--- src/rtl/bbox_msg_reader_pkg.sv ---
// rtl/bbox_msg_reader_pkg.sv - register map, message IDs and shared types for the bbox reader
package bbox_msg_reader_pkg;

  localparam logic [2:0] ADDR_STATUS = 3'd0;
  localparam logic [2:0] ADDR_MSG    = 3'd1;
  localparam logic [2:0] ADDR_ID     = 3'd2;

  localparam int          FLUSH_BIT  = 4;
  localparam logic [31:0] FLUSH_WORD = 32'(1) << FLUSH_BIT;

  localparam logic [31:0] MSG_ID_RBB = 32'h0052_4242;
  localparam logic [31:0] MSG_ID_YBB = 32'h0059_4242;
  localparam logic [31:0] MSG_ID_GBB = 32'h0047_4242;

  typedef enum logic [1:0] {
    COLOR_RED    = 2'd0,
    COLOR_YELLOW = 2'd1,
    COLOR_BLUE   = 2'd2
  } color_e;

  typedef enum logic [3:0] {
    ST_ID_RD,
    ST_ID_WAIT,
    ST_ID_HOLD,
    ST_IDLE,
    ST_ST_RD,
    ST_ST_WAIT,
    ST_GAP,
    ST_MG_RD,
    ST_MG_WAIT,
    ST_EMIT,
    ST_FL_WR
  } state_e;

  typedef struct packed {
    logic        id_hit;
    color_e      color;
    logic [10:0] x;
    logic [10:0] y;
    logic        malformed;
  } word_info_t;

endpackage

--- src/rtl/bbox_msg_reader_if.sv ---
// rtl/bbox_msg_reader_if.sv - MM bus between the bbox reader (master) and the vision core (slave)
interface bbox_msg_reader_if;
  logic [2:0]  m_address;
  logic        m_read;
  logic        m_write;
  logic [31:0] m_writedata;
  logic [31:0] m_readdata;

  modport master (
    output m_address, m_read, m_write, m_writedata,
    input  m_readdata
  );

  modport slave (
    input  m_address, m_read, m_write, m_writedata,
    output m_readdata
  );
endinterface

--- src/rtl/bbox_msg_reader_word_decoder.sv ---
// rtl/bbox_msg_reader_word_decoder.sv - classifies one FIFO word by its position in the message
module bbox_word_decoder
  import bbox_msg_reader_pkg::*;
#(
  parameter int IMAGE_W = 640,
  parameter int IMAGE_H = 480
) (
  input  logic [31:0] word,
  input  logic [1:0]  index,
  output word_info_t  info
);

  localparam logic [10:0] X_LIM = 11'(IMAGE_W);
  localparam logic [10:0] Y_LIM = 11'(IMAGE_H);

  always_comb begin
    info   = '0;
    info.x = word[26:16];
    info.y = word[10:0];
    if (index == 2'd0) begin
      case (word)
        MSG_ID_RBB: begin info.id_hit = 1'b1; info.color = COLOR_RED;    end
        MSG_ID_YBB: begin info.id_hit = 1'b1; info.color = COLOR_YELLOW; end
        MSG_ID_GBB: begin info.id_hit = 1'b1; info.color = COLOR_BLUE;   end
        default:    info.malformed = 1'b1;
      endcase
    end else begin
      // Padding bits must be clear and the corner must lie inside the image.
      info.malformed = (word[31:27] != 5'd0) || (word[15:11] != 5'd0) ||
                       (word[26:16] >= X_LIM) || (word[10:0] >= Y_LIM);
    end
  end

endmodule

--- src/rtl/bbox_msg_reader.sv ---
// rtl/bbox_msg_reader.sv - checks the core ID, polls the message FIFO and emits decoded boxes
module bbox_msg_reader
  import bbox_msg_reader_pkg::*;
#(
  parameter int          POLL_INTERVAL = 1024,
  parameter int          IMAGE_W       = 640,
  parameter int          IMAGE_H       = 480,
  parameter logic [31:0] CORE_ID       = 32'h1234EEE2
) (
  input  logic                      clk,
  input  logic                      reset_n,
  bbox_msg_reader_if.master         bus,
  input  logic                      flush_req,
  output logic                      id_ok,
  output logic                      box_valid,
  output logic [1:0]                box_color,
  output logic [10:0]               box_x_min,
  output logic [10:0]               box_y_min,
  output logic [10:0]               box_x_max,
  output logic [10:0]               box_y_max,
  output logic                      box_empty,
  output logic [7:0]                err_count
);

  localparam int             TW        = (POLL_INTERVAL > 1) ? $clog2(POLL_INTERVAL) : 1;
  localparam logic [TW-1:0]  TIMER_END = TW'(POLL_INTERVAL - 1);

  state_e        state_q, state_d;
  logic [TW-1:0] timer_q, timer_d;
  logic          rsp_valid_q, rsp_valid_d;
  logic [2:0]    m_address_q, m_address_d;
  logic          m_read_q, m_read_d;
  logic          m_write_q, m_write_d;
  logic [31:0]   m_writedata_q, m_writedata_d;
  logic          id_ok_q, id_ok_d;
  logic          box_valid_q, box_valid_d;
  color_e        box_color_q, box_color_d;
  logic [10:0]   box_x_min_q, box_x_min_d;
  logic [10:0]   box_y_min_q, box_y_min_d;
  logic [10:0]   box_x_max_q, box_x_max_d;
  logic [10:0]   box_y_max_q, box_y_max_d;
  logic [7:0]    err_q, err_d;
  logic [1:0]    idx_q, idx_d;
  logic [7:0]    remaining_q, remaining_d;
  color_e        stage_color_q, stage_color_d;
  logic [10:0]   stage_x_q, stage_x_d;
  logic [10:0]   stage_y_q, stage_y_d;
  logic          flush_pend_q, flush_pend_d;

  word_info_t    dec;
  logic          bad_word;

  bbox_word_decoder #(
    .IMAGE_W (IMAGE_W),
    .IMAGE_H (IMAGE_H)
  ) u_decoder (
    .word  (bus.m_readdata),
    .index (idx_q),
    .info  (dec)
  );

  assign bad_word = dec.malformed || ((idx_q == 2'd0) && !dec.id_hit);

  always_comb begin
    state_d       = state_q;
    timer_d       = '0;
    rsp_valid_d   = m_read_q;
    m_address_d   = m_address_q;
    m_read_d      = 1'b0;
    m_write_d     = 1'b0;
    m_writedata_d = m_writedata_q;
    id_ok_d       = id_ok_q;
    box_valid_d   = 1'b0;
    box_color_d   = box_color_q;
    box_x_min_d   = box_x_min_q;
    box_y_min_d   = box_y_min_q;
    box_x_max_d   = box_x_max_q;
    box_y_max_d   = box_y_max_q;
    err_d         = err_q;
    idx_d         = idx_q;
    remaining_d   = remaining_q;
    stage_color_d = stage_color_q;
    stage_x_d     = stage_x_q;
    stage_y_d     = stage_y_q;
    flush_pend_d  = flush_pend_q | flush_req;

    // Strobes are registered, so each *_WAIT state sees its response one cycle after the strobe.
    case (state_q)
      ST_ID_RD: begin
        m_read_d    = 1'b1;
        m_address_d = ADDR_ID;
        state_d     = ST_ID_WAIT;
      end
      ST_ID_WAIT: begin
        if (rsp_valid_q) begin
          id_ok_d = (bus.m_readdata == CORE_ID);
          state_d = (bus.m_readdata == CORE_ID) ? ST_IDLE : ST_ID_HOLD;
        end
      end
      ST_ID_HOLD: begin
        if (timer_q == TIMER_END) state_d = ST_ID_RD;
        else                      timer_d = timer_q + 1'b1;
      end
      ST_IDLE: begin
        if (flush_pend_q)               state_d = ST_FL_WR;
        else if (timer_q == TIMER_END)  state_d = ST_ST_RD;
        else                            timer_d = timer_q + 1'b1;
      end
      ST_ST_RD: begin
        m_read_d    = 1'b1;
        m_address_d = ADDR_STATUS;
        state_d     = ST_ST_WAIT;
      end
      ST_ST_WAIT: begin
        if (rsp_valid_q) begin
          remaining_d = bus.m_readdata[15:8];
          state_d     = (bus.m_readdata[15:8] >= 8'd3) ? ST_GAP : ST_IDLE;
        end
      end
      ST_GAP: state_d = ST_MG_RD;
      ST_MG_RD: begin
        m_read_d    = 1'b1;
        m_address_d = ADDR_MSG;
        remaining_d = remaining_q - 8'd1;
        state_d     = ST_MG_WAIT;
      end
      ST_MG_WAIT: begin
        if (rsp_valid_q) begin
          state_d = (remaining_q != 8'd0) ? ST_GAP : ST_IDLE;
          if (bad_word) begin
            // Dropping back to index 0 lets a desynchronised stream rescan word by word.
            idx_d = 2'd0;
            if (err_q != 8'hFF) err_d = err_q + 8'd1;
          end else begin
            case (idx_q)
              2'd0: begin
                stage_color_d = dec.color;
                idx_d         = 2'd1;
              end
              2'd1: begin
                stage_x_d = dec.x;
                stage_y_d = dec.y;
                idx_d     = 2'd2;
              end
              default: begin
                box_valid_d = 1'b1;
                box_color_d = stage_color_q;
                box_x_min_d = stage_x_q;
                box_y_min_d = stage_y_q;
                box_x_max_d = dec.x;
                box_y_max_d = dec.y;
                idx_d       = 2'd0;
                state_d     = ST_EMIT;
              end
            endcase
          end
        end
      end
      ST_EMIT: state_d = (remaining_q >= 8'd3) ? ST_GAP : ST_IDLE;
      ST_FL_WR: begin
        m_write_d     = 1'b1;
        m_address_d   = ADDR_STATUS;
        m_writedata_d = FLUSH_WORD;
        idx_d         = 2'd0;
        flush_pend_d  = flush_req;
        state_d       = ST_IDLE;
      end
      default: state_d = ST_ID_RD;
    endcase
  end

  always_ff @(posedge clk) begin
    if (!reset_n) begin
      state_q       <= ST_ID_RD;
      timer_q       <= '0;
      rsp_valid_q   <= 1'b0;
      m_address_q   <= 3'd0;
      m_read_q      <= 1'b0;
      m_write_q     <= 1'b0;
      m_writedata_q <= 32'd0;
      id_ok_q       <= 1'b0;
      box_valid_q   <= 1'b0;
      box_color_q   <= COLOR_RED;
      box_x_min_q   <= 11'd0;
      box_y_min_q   <= 11'd0;
      box_x_max_q   <= 11'd0;
      box_y_max_q   <= 11'd0;
      err_q         <= 8'd0;
      idx_q         <= 2'd0;
      remaining_q   <= 8'd0;
      stage_color_q <= COLOR_RED;
      stage_x_q     <= 11'd0;
      stage_y_q     <= 11'd0;
      flush_pend_q  <= 1'b0;
    end else begin
      state_q       <= state_d;
      timer_q       <= timer_d;
      rsp_valid_q   <= rsp_valid_d;
      m_address_q   <= m_address_d;
      m_read_q      <= m_read_d;
      m_write_q     <= m_write_d;
      m_writedata_q <= m_writedata_d;
      id_ok_q       <= id_ok_d;
      box_valid_q   <= box_valid_d;
      box_color_q   <= box_color_d;
      box_x_min_q   <= box_x_min_d;
      box_y_min_q   <= box_y_min_d;
      box_x_max_q   <= box_x_max_d;
      box_y_max_q   <= box_y_max_d;
      err_q         <= err_d;
      idx_q         <= idx_d;
      remaining_q   <= remaining_d;
      stage_color_q <= stage_color_d;
      stage_x_q     <= stage_x_d;
      stage_y_q     <= stage_y_d;
      flush_pend_q  <= flush_pend_d;
    end
  end

  assign bus.m_address   = m_address_q;
  assign bus.m_read      = m_read_q;
  assign bus.m_write     = m_write_q;
  assign bus.m_writedata = m_writedata_q;
  assign id_ok           = id_ok_q;
  assign box_valid       = box_valid_q;
  assign box_color       = box_color_q;
  assign box_x_min       = box_x_min_q;
  assign box_y_min       = box_y_min_q;
  assign box_x_max       = box_x_max_q;
  assign box_y_max       = box_y_max_q;
  assign box_empty       = (box_x_min_q > box_x_max_q) || (box_y_min_q > box_y_max_q);
  assign err_count       = err_q;

endmodule

--- src/flat_wrapper.sv ---
// flat-port wrapper written by rule: the top's interface ports become plain ports
module bbox_msg_reader_flat import bbox_msg_reader_pkg::*;
#(
  parameter int          POLL_INTERVAL = 1024,
  parameter int          IMAGE_W       = 640,
  parameter int          IMAGE_H       = 480,
  parameter logic [31:0] CORE_ID       = 32'h1234EEE2
)
  (clk, reset_n, flush_req, id_ok, box_valid, box_color, box_x_min, box_y_min, box_x_max, box_y_max, box_empty, err_count, bus_m_address, bus_m_read, bus_m_write, bus_m_writedata, bus_m_readdata);
  bbox_msg_reader_if bus_i ();
  input  logic clk;
  input  logic reset_n;
  input  logic flush_req;
  output logic id_ok;
  output logic box_valid;
  output logic [1:0] box_color;
  output logic [10:0] box_x_min;
  output logic [10:0] box_y_min;
  output logic [10:0] box_x_max;
  output logic [10:0] box_y_max;
  output logic box_empty;
  output logic [7:0] err_count;
  output wire logic [$bits(bus_i.m_address)-1:0] bus_m_address;
  output wire logic [$bits(bus_i.m_read)-1:0] bus_m_read;
  output wire logic [$bits(bus_i.m_write)-1:0] bus_m_write;
  output wire logic [$bits(bus_i.m_writedata)-1:0] bus_m_writedata;
  input wire logic [$bits(bus_i.m_readdata)-1:0] bus_m_readdata;
  assign bus_m_address = bus_i.m_address;
  assign bus_m_read = bus_i.m_read;
  assign bus_m_write = bus_i.m_write;
  assign bus_m_writedata = bus_i.m_writedata;
  assign bus_i.m_readdata = bus_m_readdata;
  bbox_msg_reader #(.POLL_INTERVAL(POLL_INTERVAL), .IMAGE_W(IMAGE_W), .IMAGE_H(IMAGE_H), .CORE_ID(CORE_ID)) u_core (.clk(clk), .reset_n(reset_n), .bus(bus_i), .flush_req(flush_req), .id_ok(id_ok), .box_valid(box_valid), .box_color(box_color), .box_x_min(box_x_min), .box_y_min(box_y_min), .box_x_max(box_x_max), .box_y_max(box_y_max), .box_empty(box_empty), .err_count(err_count));
endmodule
--- config.mk ---
export PLATFORM = sky130hd
export DESIGN_NAME = bbox_msg_reader_flat
export DESIGN_NICKNAME = d
export VERILOG_FILES = /design/src/rtl/bbox_msg_reader_pkg.sv /design/src/rtl/bbox_msg_reader_if.sv /design/src/rtl/bbox_msg_reader_word_decoder.sv /design/src/rtl/bbox_msg_reader.sv /design/src/flat_wrapper.sv
export SDC_FILE = /design/constraint.sdc
export NUM_CORES = 1
export LEC_CHECK = 0
export ABC_AREA = 1
export CAP_MARGIN = 25
export CORE_UTILIZATION = 57
export CTS_BUF_LIST = sky130_fd_sc_hd__clkbuf_2 sky130_fd_sc_hd__clkbuf_4 sky130_fd_sc_hd__clkbuf_8
export CTS_CLUSTER_SIZE = 8
export DETAILED_ROUTE_END_ITERATION = 10
export GPL_TIMING_DRIVEN = 1
export PLACE_DENSITY = 0.95
export SLEW_MARGIN = 20
export SYNTH_ARGS = -nofsm -noshare
export SYNTH_HDL_FRONTEND = slang
export SYNTH_HIERARCHICAL = 1
export SYNTH_SLANG_ARGS = --single-unit
--- constraint.sdc ---
create_clock -name clk -period 5 [get_ports clk]
set_clock_uncertainty 0.05 [all_clocks]
set_input_delay 0.75 -clock clk [delete_from_list [all_inputs] [get_ports clk]]
set_output_delay 0.75 -clock clk [all_outputs]
set_load 0.03 [all_outputs]
After elaboration in Yosys (flattened, before gate mapping):

Index checks and enable logic that the tools add are counted.

* memories kept: 0
* RAM bits: 0
* input bits: 35
* latch bits: 0
* register bits: 112
* output and inout bits: 94
* word-level logic and storage cells: 117
* ROM bits: 0

* reductions and logical operators: 28
* equality and inequality tests: 22
* muxes and demuxes: 31
* multiply operators: 0
* add/subtract/negate cells: 3
* bitwise logic cells: 6
* $lt $le $gt $ge: 6
* shift-type cells: 0
* divide/modulo/power cells: 0

Operators with widths (count)
* $eq 32x23->1 const B: 3
* $pmux 4 s11: 1
* $eq 32x29->1 const B: 1
* $mux 4: 8
* $gt 11x11->1: 2
* $mux 10: 2
* $pmux 10 s2: 1
* $pmux 3 s3: 2
* $eq 4x3->1 const B: 4
* $ge 8x2->1 const B: 2
* $pmux 8 s2: 1
* $reduce_and 4->1: 4
* $eq 4x4->1 const B: 3
* $mux 3: 4
* $ge 11x10->1 const B: 1
* $ge 11x9->1 const B: 1
* $add 10x1->10 const B: 1
* $eq 10x10->1 const B: 1
* $reduce_bool 5->1: 2
* $add 8x1->8 const B: 1
* $eq 4x2->1 const B: 2
* $mux 8: 1
* $ne 2x1->1 const B: 4
* $ne 8x8->1 const B: 1
* other kinds (22): 43

Longest topological paths before layout:

Gate-level depths: netlist of run 1.

* depth after elaboration: 9
* depth in mapped cells: 17
* gate-level depth less buffers: 17

By module:

Netlist of run 1, hierarchy kept.

By module, submodules not included
* bbox_msg_reader: cells an instance 733, sequential area each 2222.1 um2, instances 1, area each 5567.8 um2
* bbox_word_decoder: cells an instance 104, sequential area each 0.0 um2, instances 1, area each 528.0 um2

Worst setup path after synthesis of run 1:

No wires, ideal clock.

* kind: input port to flip-flop
* from: in bus_m_readdata[28]
* to: reg u_core.box_x_max_q[1], in the netlist u_core/box_x_max[1]
* slack: 2.623 ns
* library setup time: 0.117 ns
* stages on the path: 17
* arrival time: 2.209 ns
* required time: 4.833 ns
* buffers on the path: 1
* path through: inv_1 -> nand2_1 -> nor2_2 -> nand2_2 -> nor2_1 -> nand2_2 -> nand3_2 -> nand2_1 -> inv_1 -> inv_1 -> a21oi_4 -> nand2_4 -> nor2_8 -> inv_4 -> buf_6 -> o21ai_1 -> a21oi_1

RTL lines
* start, declared: RTL line flat_wrapper.sv:27 `input wire logic [$bits(bus_i.m_readdata)-1:0] bus_m_readdata;`
* end signal, assigned: RTL line bbox_msg_reader.sv:208 `box_x_max_q <= box_x_max_d;`
* end, declared: RTL line bbox_msg_reader.sv:40 `logic [10:0] box_x_max_q, box_x_max_d;`

==> results of run 1 <==
per-stage QoR:
step | util [%] | hold WS [ps] | std cells | setup WS, ps
after floorplan | - | 368 | 868 | 2620
after global placement | 65.1 | 371 | 1020 | 1250
after detailed placement | 65.1 | 380 | 1020 | 1110
after CTS | 67.0 | 398 | 1036 | 1530
after global routing | 67.0 | 432 | 1036 | 1220
final | 67.0 | 403 | 1036 | 1460
critical path: cells and delay by family:
family / cells / cell delay (ps)
buffers and inverters: 5 / 1180
AND/OR/NAND/NOR: 9 / 1220
AO/OA/AOI/OAI: 3 / 590
registers in the layout (all words and copies together), names as in the netlist, 2 cells and up:
name,count
u_core/box_y_max,11
u_core/stage_y_q,11
u_core/stage_color_q,2
u_core/box_x_min,11
u_core/state_q,4
u_core/box_color,2
u_core/box_x_max,11
u_core/idx_q,2
u_core/bus.m_address,2
u_core/timer_q,10
u_core/box_y_min,11
u_core/remaining_q,8
u_core/err_count,8
u_core/stage_x_q,11
how the worst max path moves through the flow:
stage | from | end | slack [ps] | depth (start not counted)
after floorplan | bus_m_readdata[28] | u_core/box_x_max[1]$_SDFFE_PN0P_ | 2620 | 17
after detailed placement | bus_m_readdata[8] | u_core/box_y_max[6]$_SDFFE_PN0P_ | 1110 | 17
after global placement | bus_m_readdata[8] | u_core/box_y_max[6]$_SDFFE_PN0P_ | 1250 | 17
after global routing | bus_m_readdata[8] | u_core/box_y_max[6]$_SDFFE_PN0P_ | 1220 | 17
final | bus_m_readdata[8] | u_core/box_y_max[6]$_SDFFE_PN0P_ | 1460 | 17
after CTS | bus_m_readdata[8] | u_core/box_y_max[6]$_SDFFE_PN0P_ | 1530 | 17
layout make-up:
type	instances	area [sq um]	area share, %
inverters	128	484	7.00
multi-input cells	548	2880	41.7
clock buffers	11	151	2.19
well taps	136	170	2.46
clock inverters	5	41.3	0.597
repair buffers	97	963	13.9
flip-flops and latches	111	2220	32.1
metal layers:
| layer | wire [microns] | up-vias | global-route usage, % |
|---|---|---|---|
| li1 | - | 2719 | - |
| met1 | 6190 | 2509 | 33.1 |
| met2 | 6560 | 233 | 42.4 |
| met3 | 966 | 24 | 4.33 |
| met4 | 284 | 0 | 9.05 |
| met5 | 0 | - | 0 |
cells by family (layout without fill, tap and decap cells):
| group | Yosys count | in the layout | share of synthesized area (%) |
|---|---|---|---|
| and+or+nand+nor | 276 | 276 | 20.5 |
| buffers and inverters | 209 | 241 | 18.2 |
| AOI/OAI and AO/OA | 204 | 204 | 17.9 |
| DFF | 111 | 111 | 36.5 |
| adders and majority gates | 27 | 27 | 5.54 |
| xor gates and xnor gates | 9 | 9 | 1.29 |
| other | 1 | 32 | 0.0615 |
synth_stat cells (3+ instances only):
| library cell | n | area, sq um |
|---|---|---|
| a21oi_1 | 97 | 485 |
| a21oi_2 | 3 | 26.3 |
| a31oi_1 | 3 | 18.8 |
| buf_4 | 55 | 413 |
| buf_6 | 15 | 169 |
| clkbuf_1 | 8 | 30.0 |
| dfxtp_1 | 111 | 2220 |
| ha_1 | 27 | 338 |
| inv_1 | 120 | 450 |
| inv_2 | 5 | 18.8 |
| nand2_1 | 124 | 465 |
| nand2_2 | 8 | 50.1 |
| nand3_1 | 21 | 105 |
| nand3_2 | 3 | 30.0 |
| nand4_1 | 11 | 68.8 |
| nor2_1 | 81 | 304 |
| nor2_2 | 7 | 43.8 |
| nor2_4 | 4 | 45.0 |
| nor3_1 | 9 | 45.0 |
| o21ai_0 | 55 | 275 |
| o21ai_1 | 31 | 155 |
| o21ai_2 | 4 | 35.0 |
| o22ai_1 | 3 | 18.8 |
| xnor2_1 | 4 | 35.0 |
| xor2_1 | 5 | 43.8 |
power by group:
group	leakage (nW)	total, mW	internal (mW)	switching, mW
Clock	0.0974	0.514	0.213	0.301
Combinational	1.93	0.283	0.0890	0.194
Sequential	0.895	0.925	0.904	0.0207
Total	2.92	1.72	1.21	0.516
==> out/metrics.yaml, run 1 <==
final_layout:
  area_delta_synth_final_pct: 13.4
  final_cell_mix: "nand2_1 (124), inv_1 (120), dfxtp_1 (111)"
  num-nets-final: 957
  finalInstanceArea_sq_um: 6910
  final_common_cell: "nand2_1"
  fill_cells: 831
  drive_gt1_share_pct: 6.89
  antenna_cells: 0
yosys:
  synth_area_sq_um: 6100
  ys_seq_elements: 111
  synth-edff-count: 0
  synth.distinct_cells: 45
  yosysWarnings: 6
  synth-main-ff-cell: "dfxtp_1"
  synth-seq-area-share_pct: 36.5
  async_flop_share_pct: 0
  synth.avg_cell_area_sq_um: 7.28
  syn_inst: 837
global_route:
  grt_pass1_vias: 4990
  grt.overflow.total: 0
  antenna_found_initial: 0
  grt_pass1_wl_microns: 22900
  gr-usage-all-layers_pct: 25.4
  grt_max_degree: 69
clocking:
  path_clk_slew_ps: 100
  clock_latency_ps: 370
  cts_htree_levels: 3
  clockBufferDepth: 2
  clockRootBuffer: "clkbuf_8"
  cts_resized: 0
  cts_hold_buffers: 0
  post_cts_buffers: 0
  cts_sinks: 111
  cts_tree: "done"
  cts_buffers: 9
critical_path:
  reg2reg_to: "u_core/box_y_max[6]$_SDFFE_PN0P_"
  cp_cell_sequence: "clkdlybuf4s50_1 > inv_1 > nand2_1 > nor2_1 > nand2_1 > nor2_4 > nand2_2 > nand3_2 > nand2_1 > inv_1 > inv_1 > a21oi_4 > nand2_4 > nor2_8 > inv_4 > o21ai_1 > a21oi_1"
  rrSetupSlack_ps: 2310
  critPathKind: "in2reg"
  required_ps: 5200
  r2r-start: "u_core/idx_q[1]$_SDFFE_PN0P_"
  worst_setup_path_start_kind: "input port"
  crit_slowest_cell: "clkdlybuf4s50_1"
  critPathMaxFanout: 49
  r2r.worst_path.cells: 11
  max_stage_delay_ps: 580
  cp.arrival_ps: 3740
  endpoint_kind: "flop"
timing:
  fin_setup_tns_ps: 0
  slew_viol_final: 0
  worst_slew_pin_slew_ps: 700
  max_freq_mhz: 283
  min_period_ps: 3540
  hold_viol: 0
  fin_crit_sh_pct: 70.7
  finalSetupViolations: 0
  rsz0062_at_grt: "no"
  max_slew_margin_pct: 53.3
hold_path:
  hp-start: "u_core/bus.m_read$_SDFF_PN0_"
  whs_path_depth: 2
  hp-class: "reg2reg"
  hold_end: "u_core/rsp_valid_q$_SDFF_PN0_"
route:
  drt_iter0_markers: 400
  drt-vias-per-instance: 5.29
  drc: 0
  first_pass_iters: 7
  drt-total-wl_microns: 14000
  routedWlPerCell_microns: 13.5
  postRouteAntennaNets: 0
  vias: 5485
job:
  cap_violations: 0
pwr:
  total_power_mw: 1.72
  ir_drop_mv: 0.177
  power.density_nw_per_um2: 249
  p_leak_nw: 2.92
place:
  placed_cell_area_sq_um: 6720
  dp_hpwl_microns: 10200
  port_buffers: 96
  routabilityCongestion: 0.924
floorplan:
  num_rows: 37
  io_pins: 129
  core_area_sq_um: 10300
  initial_utilization_pct: 59.0
  die_x_microns: 105
  die_y_microns: 105
  die_area_sq_um: 11100
status:
  outcome: "finished, final reports clean"
(Power assumes the default switching activity.)
==> inputs of run 2 (changes only) <==
--- a/config.mk
+++ b/config.mk
@@ -7,12 +7,12 @@
 export LEC_CHECK = 0
 export ABC_AREA = 1
 export CAP_MARGIN = 25
-export CORE_UTILIZATION = 57
+export CORE_UTILIZATION = 48
 export CTS_BUF_LIST = sky130_fd_sc_hd__clkbuf_2 sky130_fd_sc_hd__clkbuf_4 sky130_fd_sc_hd__clkbuf_8
 export CTS_CLUSTER_SIZE = 8
 export DETAILED_ROUTE_END_ITERATION = 10
 export GPL_TIMING_DRIVEN = 1
-export PLACE_DENSITY = 0.95
+export PLACE_DENSITY = 0.88
 export SLEW_MARGIN = 20
 export SYNTH_ARGS = -nofsm -noshare
 export SYNTH_HDL_FRONTEND = slang
==> constraint.sdc (replaced) <==
create_clock -name clk -period 3 [get_ports clk]
set_clock_uncertainty 0.05 [all_clocks]
set_input_delay 0.45 -clock clk [delete_from_list [all_inputs] [get_ports clk]]
set_output_delay 0.45 -clock clk [all_outputs]
set_load 0.03 [all_outputs]
==> run 2 against run 1 <==
Net effect: via count decreased by 0.15%; die area grew 18%; global-route usage decreased by 3.4 points; count of clock-buffer cells in the layout is the same; sequential power grew 66%; utilization is 8.8 points lower; combinational power is 73% higher; hold slack got worse by 23 ps; largest cell class unchanged; register-to-register slack got worse by 1600 ps.
==> out/metrics.yaml, run 2 (synthesized netlist as in run 1, its figures left out) <==
floorplan:
  io_pins: 129  # unchanged
  core_area_sq_um: 12200  # +18%
  num_rows: 40  # +8.1%
  initial_utilization_pct: 49.9  # -9.1 points
  die_area_sq_um: 13200  # +18%
  die_x_microns: 115  # +8.8%
  die_y_microns: 115  # +8.8%
final_layout:
  final_cell_mix: "nand2_1 (124), inv_1 (120), dfxtp_1 (111)"
  area_delta_synth_final_pct: 16.6
  num-nets-final: 977  # +2.1%
  drive_gt1_share_pct: 8.91  # +2.0 points
  final_core_util_pct: 58.2  # -8.8 points
  antenna_cells: 0  # unchanged
  final_common_cell: "nand2_1"
status:
  outcome: "finished, final reports clean"
place:
  dp_hpwl_microns: 10500  # +3.4%
  routabilityCongestion: 0.900  # -2.5%
  port_buffers: 96  # unchanged
  dp_slack_ps: 72.5  # -1040 ps
global_route:
  antenna_found_initial: 0  # unchanged
  grt_pass1_wl_microns: 23000  # +0.39%
  grt.overflow.total: 0  # unchanged
  grt_max_degree: 74  # +7.2%
  gr-usage-all-layers_pct: 22.0  # -3.4 points
  grt_pass1_vias: 4903  # -1.7%
critical_path:
  endpoint_kind: "flop"
  cp.arrival_ps: 2850  # -890 ps
  worst_setup_path_start_kind: "input port"
  critPathKind: "in2reg"
  r2r.worst_path.cells: 11  # unchanged
  critPathMaxFanout: 34  # -31%
  required_ps: 3240  # -1960 ps
route:
  drt-total-wl_microns: 14200  # +1.5%
  drt-vias-per-instance: 5.03  # -4.9%
  vias: 5477  # -0.15%
  drc: 0  # unchanged
  drt_iter0_markers: 376  # -6.0%
  postRouteAntennaNets: 0  # unchanged
  first_pass_iters: 5  # -2
  routedWlPerCell_microns: 13.1  # -3.3%
pwr:
  ir_drop_mv: 0.279  # +58%
  clkPwrFrac_pct: 30.1  # +0.2 points
  seqPwrFrac_pct: 53.0  # -0.7 points
  p_comb_share_pct: 16.9  # +0.5 points
  power.density_nw_per_um2: 409  # +64%
  p_leak_nw: 3.04  # +4.0%
  p_sw_share_pct: 30.4  # +0.42 points
  power.internal_mw: 2.03  # +68%
  power.switching_uw: 883  # +71%
timing:
  min_period_ps: 2610
  max_slew_margin_pct: 51.3  # -2.0 points
  fin_setup_tns_ps: 0  # unchanged
  layout_setup_ws_ps: 387  # -1080 ps
  timing.hold.ws_ps: 380  # -23.2 ps
  hold_viol: 0  # unchanged
  finalSetupViolations: 0  # unchanged
  rsz0062_at_grt: "no"
  fin_crit_sh_pct: 87.1
  slew_viol_final: 0  # unchanged
  max_freq_mhz: 383
  worst_slew_pin_slew_ps: 730  # +30.7 ps
clocking:
  cts_buffers: 9  # unchanged
  cts_tree: "done"
  cts_htree_levels: 3  # unchanged
  clockBufferDepth: 2  # unchanged
  cts_hold_buffers: 0  # unchanged
  clock_latency_ps: 370  # about the same
  clockRootBuffer: "clkbuf_8"
  cts_sinks: 111  # unchanged
  path_clk_slew_ps: 100  # about the same
  post_cts_buffers: 0  # unchanged
job:
  cap_violations: 0  # unchanged
hold_path:
  hp-class: "in2reg"
  whs_path_depth: 3  # +1
run 2: cell count changes in the layout (fill, tap and decap cells not counted), sizes merged:
cell           change
buf               +20
clkdlybuf4s50      -1
clkinvlp           -1
dlymetal6s2s       +1
inv                +1
run 2: final timing paths:
kind                           startpoint                               end  slack (ps)
min                               reset_n     u_core/rsp_valid_q$_SDFF_PN0_         380
max                    bus_m_readdata[17]  u_core/box_y_min[4]$_SDFFE_PN0P_         390
max reg2reg  u_core/idx_q[1]$_SDFFE_PN0P_  u_core/box_y_min[4]$_SDFFE_PN0P_         760
min reg2reg  u_core/bus.m_read$_SDFF_PN0_     u_core/rsp_valid_q$_SDFF_PN0_         410
run 2: final cells by class:
class,count,area (sq um)
Multi-Input combinational cell,548,2880
Clock inverter,5,40.0
Tap cell,168,210
Sequential cell,111,2220
Clock buffer,11,151
Fill cell,1103,5110
Timing Repair Buffer,117,1120
Inverter,128,484
run 2: timing repair:
action,CTS,global route
hold endpoints to repair,0,0
endpoints found under the setup margin,0,1
gates resized for setup,0,1
run 2: power by group through the flow:
stage / clock [mW] / sequential (mW) / combinational, mW
2_1_floorplan: 0 / 1.58 / 0.366
3_3_place_gp: 0 / 1.57 / 0.475
3_5_place_dp: 0 / 1.57 / 0.481
4_1_cts: 0.888 / 1.54 / 0.485
5_1_grt: 0.942 / 1.55 / 0.543
6_report: 0.877 / 1.54 / 0.491
run 2: per-layer routing:
metal / wire length (microns) / track usage (%)
met3: 1010 / 3.86
met2: 6450 / 35.1
met1: 6600 / 30.5
met4: 167 / 6.06
met5: 0 / 0
run 2: worst max-delay path, stage by stage:
cell	delay, ps
clkdlybuf4s50_1	600
nand2_1	80
nor2_1	100
nand2_1	60
nor2_1	130
nand2_2	80
nand3_2	80
nand2_1	60
inv_1	60
inv_1	60
a21oi_4	240
nand2_4	120
nor2_8	120
buf_4	320
o21ai_1	100
a21oi_1	190
run 2: through the flow:
step	cell area [sq um]	power, mW	cells
finish	7110	2.91	1088
CTS	7100	2.91	1088
global placement	6910	2.05	1072
detailed placement	6910	2.05	1072
global route	7110	3.03	1088
floorplan	6210	1.95	868
==> inputs of run 3 (changes only) <==
--- a/config.mk
+++ b/config.mk
@@ -7,7 +7,7 @@
 export LEC_CHECK = 0
 export ABC_AREA = 1
 export CAP_MARGIN = 25
-export CORE_UTILIZATION = 48
+export CORE_UTILIZATION = 47
 export CTS_BUF_LIST = sky130_fd_sc_hd__clkbuf_2 sky130_fd_sc_hd__clkbuf_4 sky130_fd_sc_hd__clkbuf_8
 export CTS_CLUSTER_SIZE = 8
 export DETAILED_ROUTE_END_ITERATION = 10
@@ -16,5 +16,4 @@
 export SLEW_MARGIN = 20
 export SYNTH_ARGS = -nofsm -noshare
 export SYNTH_HDL_FRONTEND = slang
-export SYNTH_HIERARCHICAL = 1
 export SYNTH_SLANG_ARGS = --single-unit
==> run 3 against run 2 <==
Net effect: the flow now finishes with violations (DRC); flip-flop and latch count is the same; synthesized cell count decreased by 5.7%; non-clock buffer count decreased by 10; global-route usage down 0.39 points; critical endpoint is now box_empty; count of clock-buffer cells in the layout is 2 lower; cell area decreased by 5.2%; sequential power barely moved; power is 0.90% lower; first-iteration DRC count rose by 15%; via count shrank 4.3%.
==> out/metrics.yaml, run 3 <==
status:
  outcome: "complete, but fails checks"
  violations: "DRC"
floorplan:
  num_rows: 39  # -2.5%
  core_area_sq_um: 11600  # -5.3%
  die_area_sq_um: 12400  # -5.4%
  initial_utilization_pct: 48.8  # -1.2 points
  io_pins: 129  # unchanged
  die_x_microns: 112  # -2.8%
  die_y_microns: 112  # -2.8%
place:
  dp_slack_ps: 161  # +88.5 ps
  placed_cells: 1011  # -5.7%
  placed_cell_area_sq_um: 6560  # -5.1%
  port_buffers: 96  # unchanged
  routabilityCongestion: 0.892  # -0.93%
  dp_hpwl_microns: 9850  # -6.5%
yosys:
  synth_area_sq_um: 5640  # -7.5%
  async_flop_share_pct: 0  # unchanged
  synth-edff-count: 0  # unchanged
  yosysMostFrequentCell: "nand2_1"
  synth_commonest_cells: "nand2_1 (182), dfxtp_1 (111), a21oi_1 (101)"
  synth_largest_area_cell: "dfxtp_1"
  synth-main-ff-cell: "dfxtp_1"
  synth.avg_cell_area_sq_um: 7.15  # -1.9%
  synth-seq-area-share_pct: 39.4  # +3.0 points
  yosys-top-cells-area: "dfxtp_1 (39%), nand2_1 (12%), a21oi_1 (9.0%)"
  synth_top_area_share_pct: 39.4  # +3.0 points
  syn_inst: 789  # -5.7%
  ys_seq_elements: 111  # unchanged
  yosysWarnings: 0  # -6
  synth.distinct_cells: 42  # -6.7%
timing:
  fin_setup_tns_ps: 0  # unchanged
  max_slew_margin_pct: 53.6  # +2.4 points
  rsz0062_at_grt: "no"
  min_period_ps: 2760  # +147 ps
  finalSetupViolations: 0  # unchanged
  slew_viol_final: 0  # unchanged
  worst_slew_pin_slew_ps: 695  # -35.6 ps
  fin_crit_sh_pct: 92.0  # +4.9 points
  layout_setup_ws_ps: 240  # -147 ps
  timing.hold.ws_ps: 401  # +21.8 ps
  max_freq_mhz: 362  # -5.3%
  hold_viol: 0  # unchanged
clocking:
  cts_buffers: 9  # unchanged
  path_clk_slew_ps: 120  # +20 ps
  clockRootBuffer: "clkbuf_8"
  cts_resized: 3  # +3
  cts_tree: "done"
  cts_hold_buffers: 0  # unchanged
  post_cts_buffers: 0  # unchanged
  cts_sinks: 111  # unchanged
  clockBufferDepth: 2  # unchanged
  clock_latency_ps: 380  # about the same
  cts_htree_levels: 3  # unchanged
final_layout:
  finalInstanceArea_sq_um: 6740  # -5.2%
  final_core_util_pct: 58.3  # +0.085 points
  final_cells: 1027  # -5.6%
  final_cell_mix: "nand2_1 (182), dfxtp_1 (111), a21oi_1 (101)"
  area_delta_synth_final_pct: 19.5
  drive_gt1_share_pct: 4.30  # -4.6 points
  final_common_cell: "nand2_1"
  antenna_cells: 0  # unchanged
  fill_cells: 1038  # -5.9%
  num-nets-final: 941  # -3.7%
route:
  drt_iter0_markers: 433  # +15%
  vias: 5240  # -4.3%
  first_pass_iters: 9  # +4
  routedWlPerCell_microns: 13.1  # +0.32%
  postRouteAntennaNets: 0  # unchanged
  drt-total-wl_microns: 13500  # -5.3%
  drc: 10  # +10
  drt-vias-per-instance: 5.10  # +1.4%
critical_path:
  rrSetupSlack_ps: 810  # +50 ps
  reg2reg_to: "u_core.state_q[3]$_SDFFE_PN0P_"
  r2r-start: "u_core.timer_q[0]$_SDFF_PN0_"
  worst_setup_path_start_kind: "flop"
  required_ps: 2500  # -740 ps
  cp.arrival_ps: 2260  # -590 ps
  critPathMaxFanout: 3  # -91%
  r2r.worst_path.cells: 11  # unchanged
  endpoint_kind: "output pin"
  critPathKind: "reg2out"
pwr:
  p_leak_nw: 2.65  # -13%
  total_power_mw: 2.88  # -0.90%
  ir_drop_mv: 0.203  # -27%
  power.density_nw_per_um2: 428  # +4.5%
global_route:
  grt_pass1_wl_microns: 21900  # -4.7%
  grt.overflow.total: 0  # unchanged
  grt_pass1_vias: 4702  # -4.1%
  antenna_found_initial: 0  # unchanged
  gr-usage-all-layers_pct: 21.6  # -0.39 points
  grt_max_degree: 44  # -41%
hold_path:
  whs_path_depth: 2  # -1
  hp-class: "reg2reg"
  hp-start: "u_core.stage_y_q[7]$_SDFFE_PN0P_"
  hold_end: "u_core.stage_y_q[7]$_SDFFE_PN0P_"
job:
  cap_violations: 0  # unchanged
run 3: cell types whose count changed after synthesis, sizes merged, moves of 4 or more:
cell / delta
nor2: -8
nand2: +49
buf: -30
o21ai: -55
nor4: +6
xnor2: -4
inv: -27
clkbuf: +8
nor3: +5
run 3: final cells by class:
type	count	area, sq um	area share (%)
clock inverters	7	61.3	0.910
well taps	143	179	2.66
repair buffers	107	1040	15.4
inverters	99	372	5.51
clock buffers	9	124	1.84
flip-flops and latches	111	2220	33.0
multi-input cells	551	2740	40.7
run 3: per-layer routing:
metal | track usage (%) | wire [microns] | share of wire [%] | up-vias
met3 | 3.38 | 889 | 6.6 | 24
li1 | - | - | - | 2660
met4 | 8.74 | 263 | 2.0 | 0
met2 | 35.4 | 6290 | 47 | 178
met5 | 0 | 0 | 0 | -
met1 | 28.5 | 6030 | 45 | 2378
run 3: logic make-up (layout without fill, tap and decap cells):
logic type	Yosys count	count (layout)	share of synthesized area, %
buffers and inverters	158	222	14.0
adder cells (fa/ha/maj)	27	27	5.99
XOR/XNOR	7	7	1.09
flip-flops	111	111	39.4
other	1	32	0.0665
AND/OR/NAND/NOR	332	332	25.0
AO/OA/AOI/OAI	153	153	14.4
run 3: where the power goes:
part | leakage, nW | switching [mW] | total (mW) | internal [mW]
Combinational | 1.65 | 0.329 | 0.482 | 0.153
Sequential | 0.895 | 0.0351 | 1.54 | 1.51
Clock | 0.0975 | 0.543 | 0.862 | 0.319
Total | 2.65 | 0.907 | 2.88 | 1.98
run 3: critical path, cell delays in order, from the launching register on:
cell,delay (ps)
dfxtp_1,380
inv_1,60
ha_1,270
nand2_1,70
o21ai_0,210
nand3_1,100
nand2_1,70
nand3_1,60
nand2_1,60
nand3_1,70
a21oi_1,130
o21ai_1,110
nand2_1,80
clkbuf_2,200
run 3: worst max path at each step:
stage | start | end | depth (start not counted)
after global placement | u_core.box_y_max[2]$_SDFFE_PN0P_ | box_empty | 13
after CTS | u_core.box_y_max[1]$_SDFFE_PN0P_ | box_empty | 13
after global routing | u_core.box_y_max[1]$_SDFFE_PN0P_ | box_empty | 13
final | u_core.box_y_max[1]$_SDFFE_PN0P_ | box_empty | 13
after floorplan | u_core.box_y_max[2]$_SDFFE_PN0P_ | box_empty | 12
after detailed placement | u_core.box_y_max[1]$_SDFFE_PN0P_ | box_empty | 13
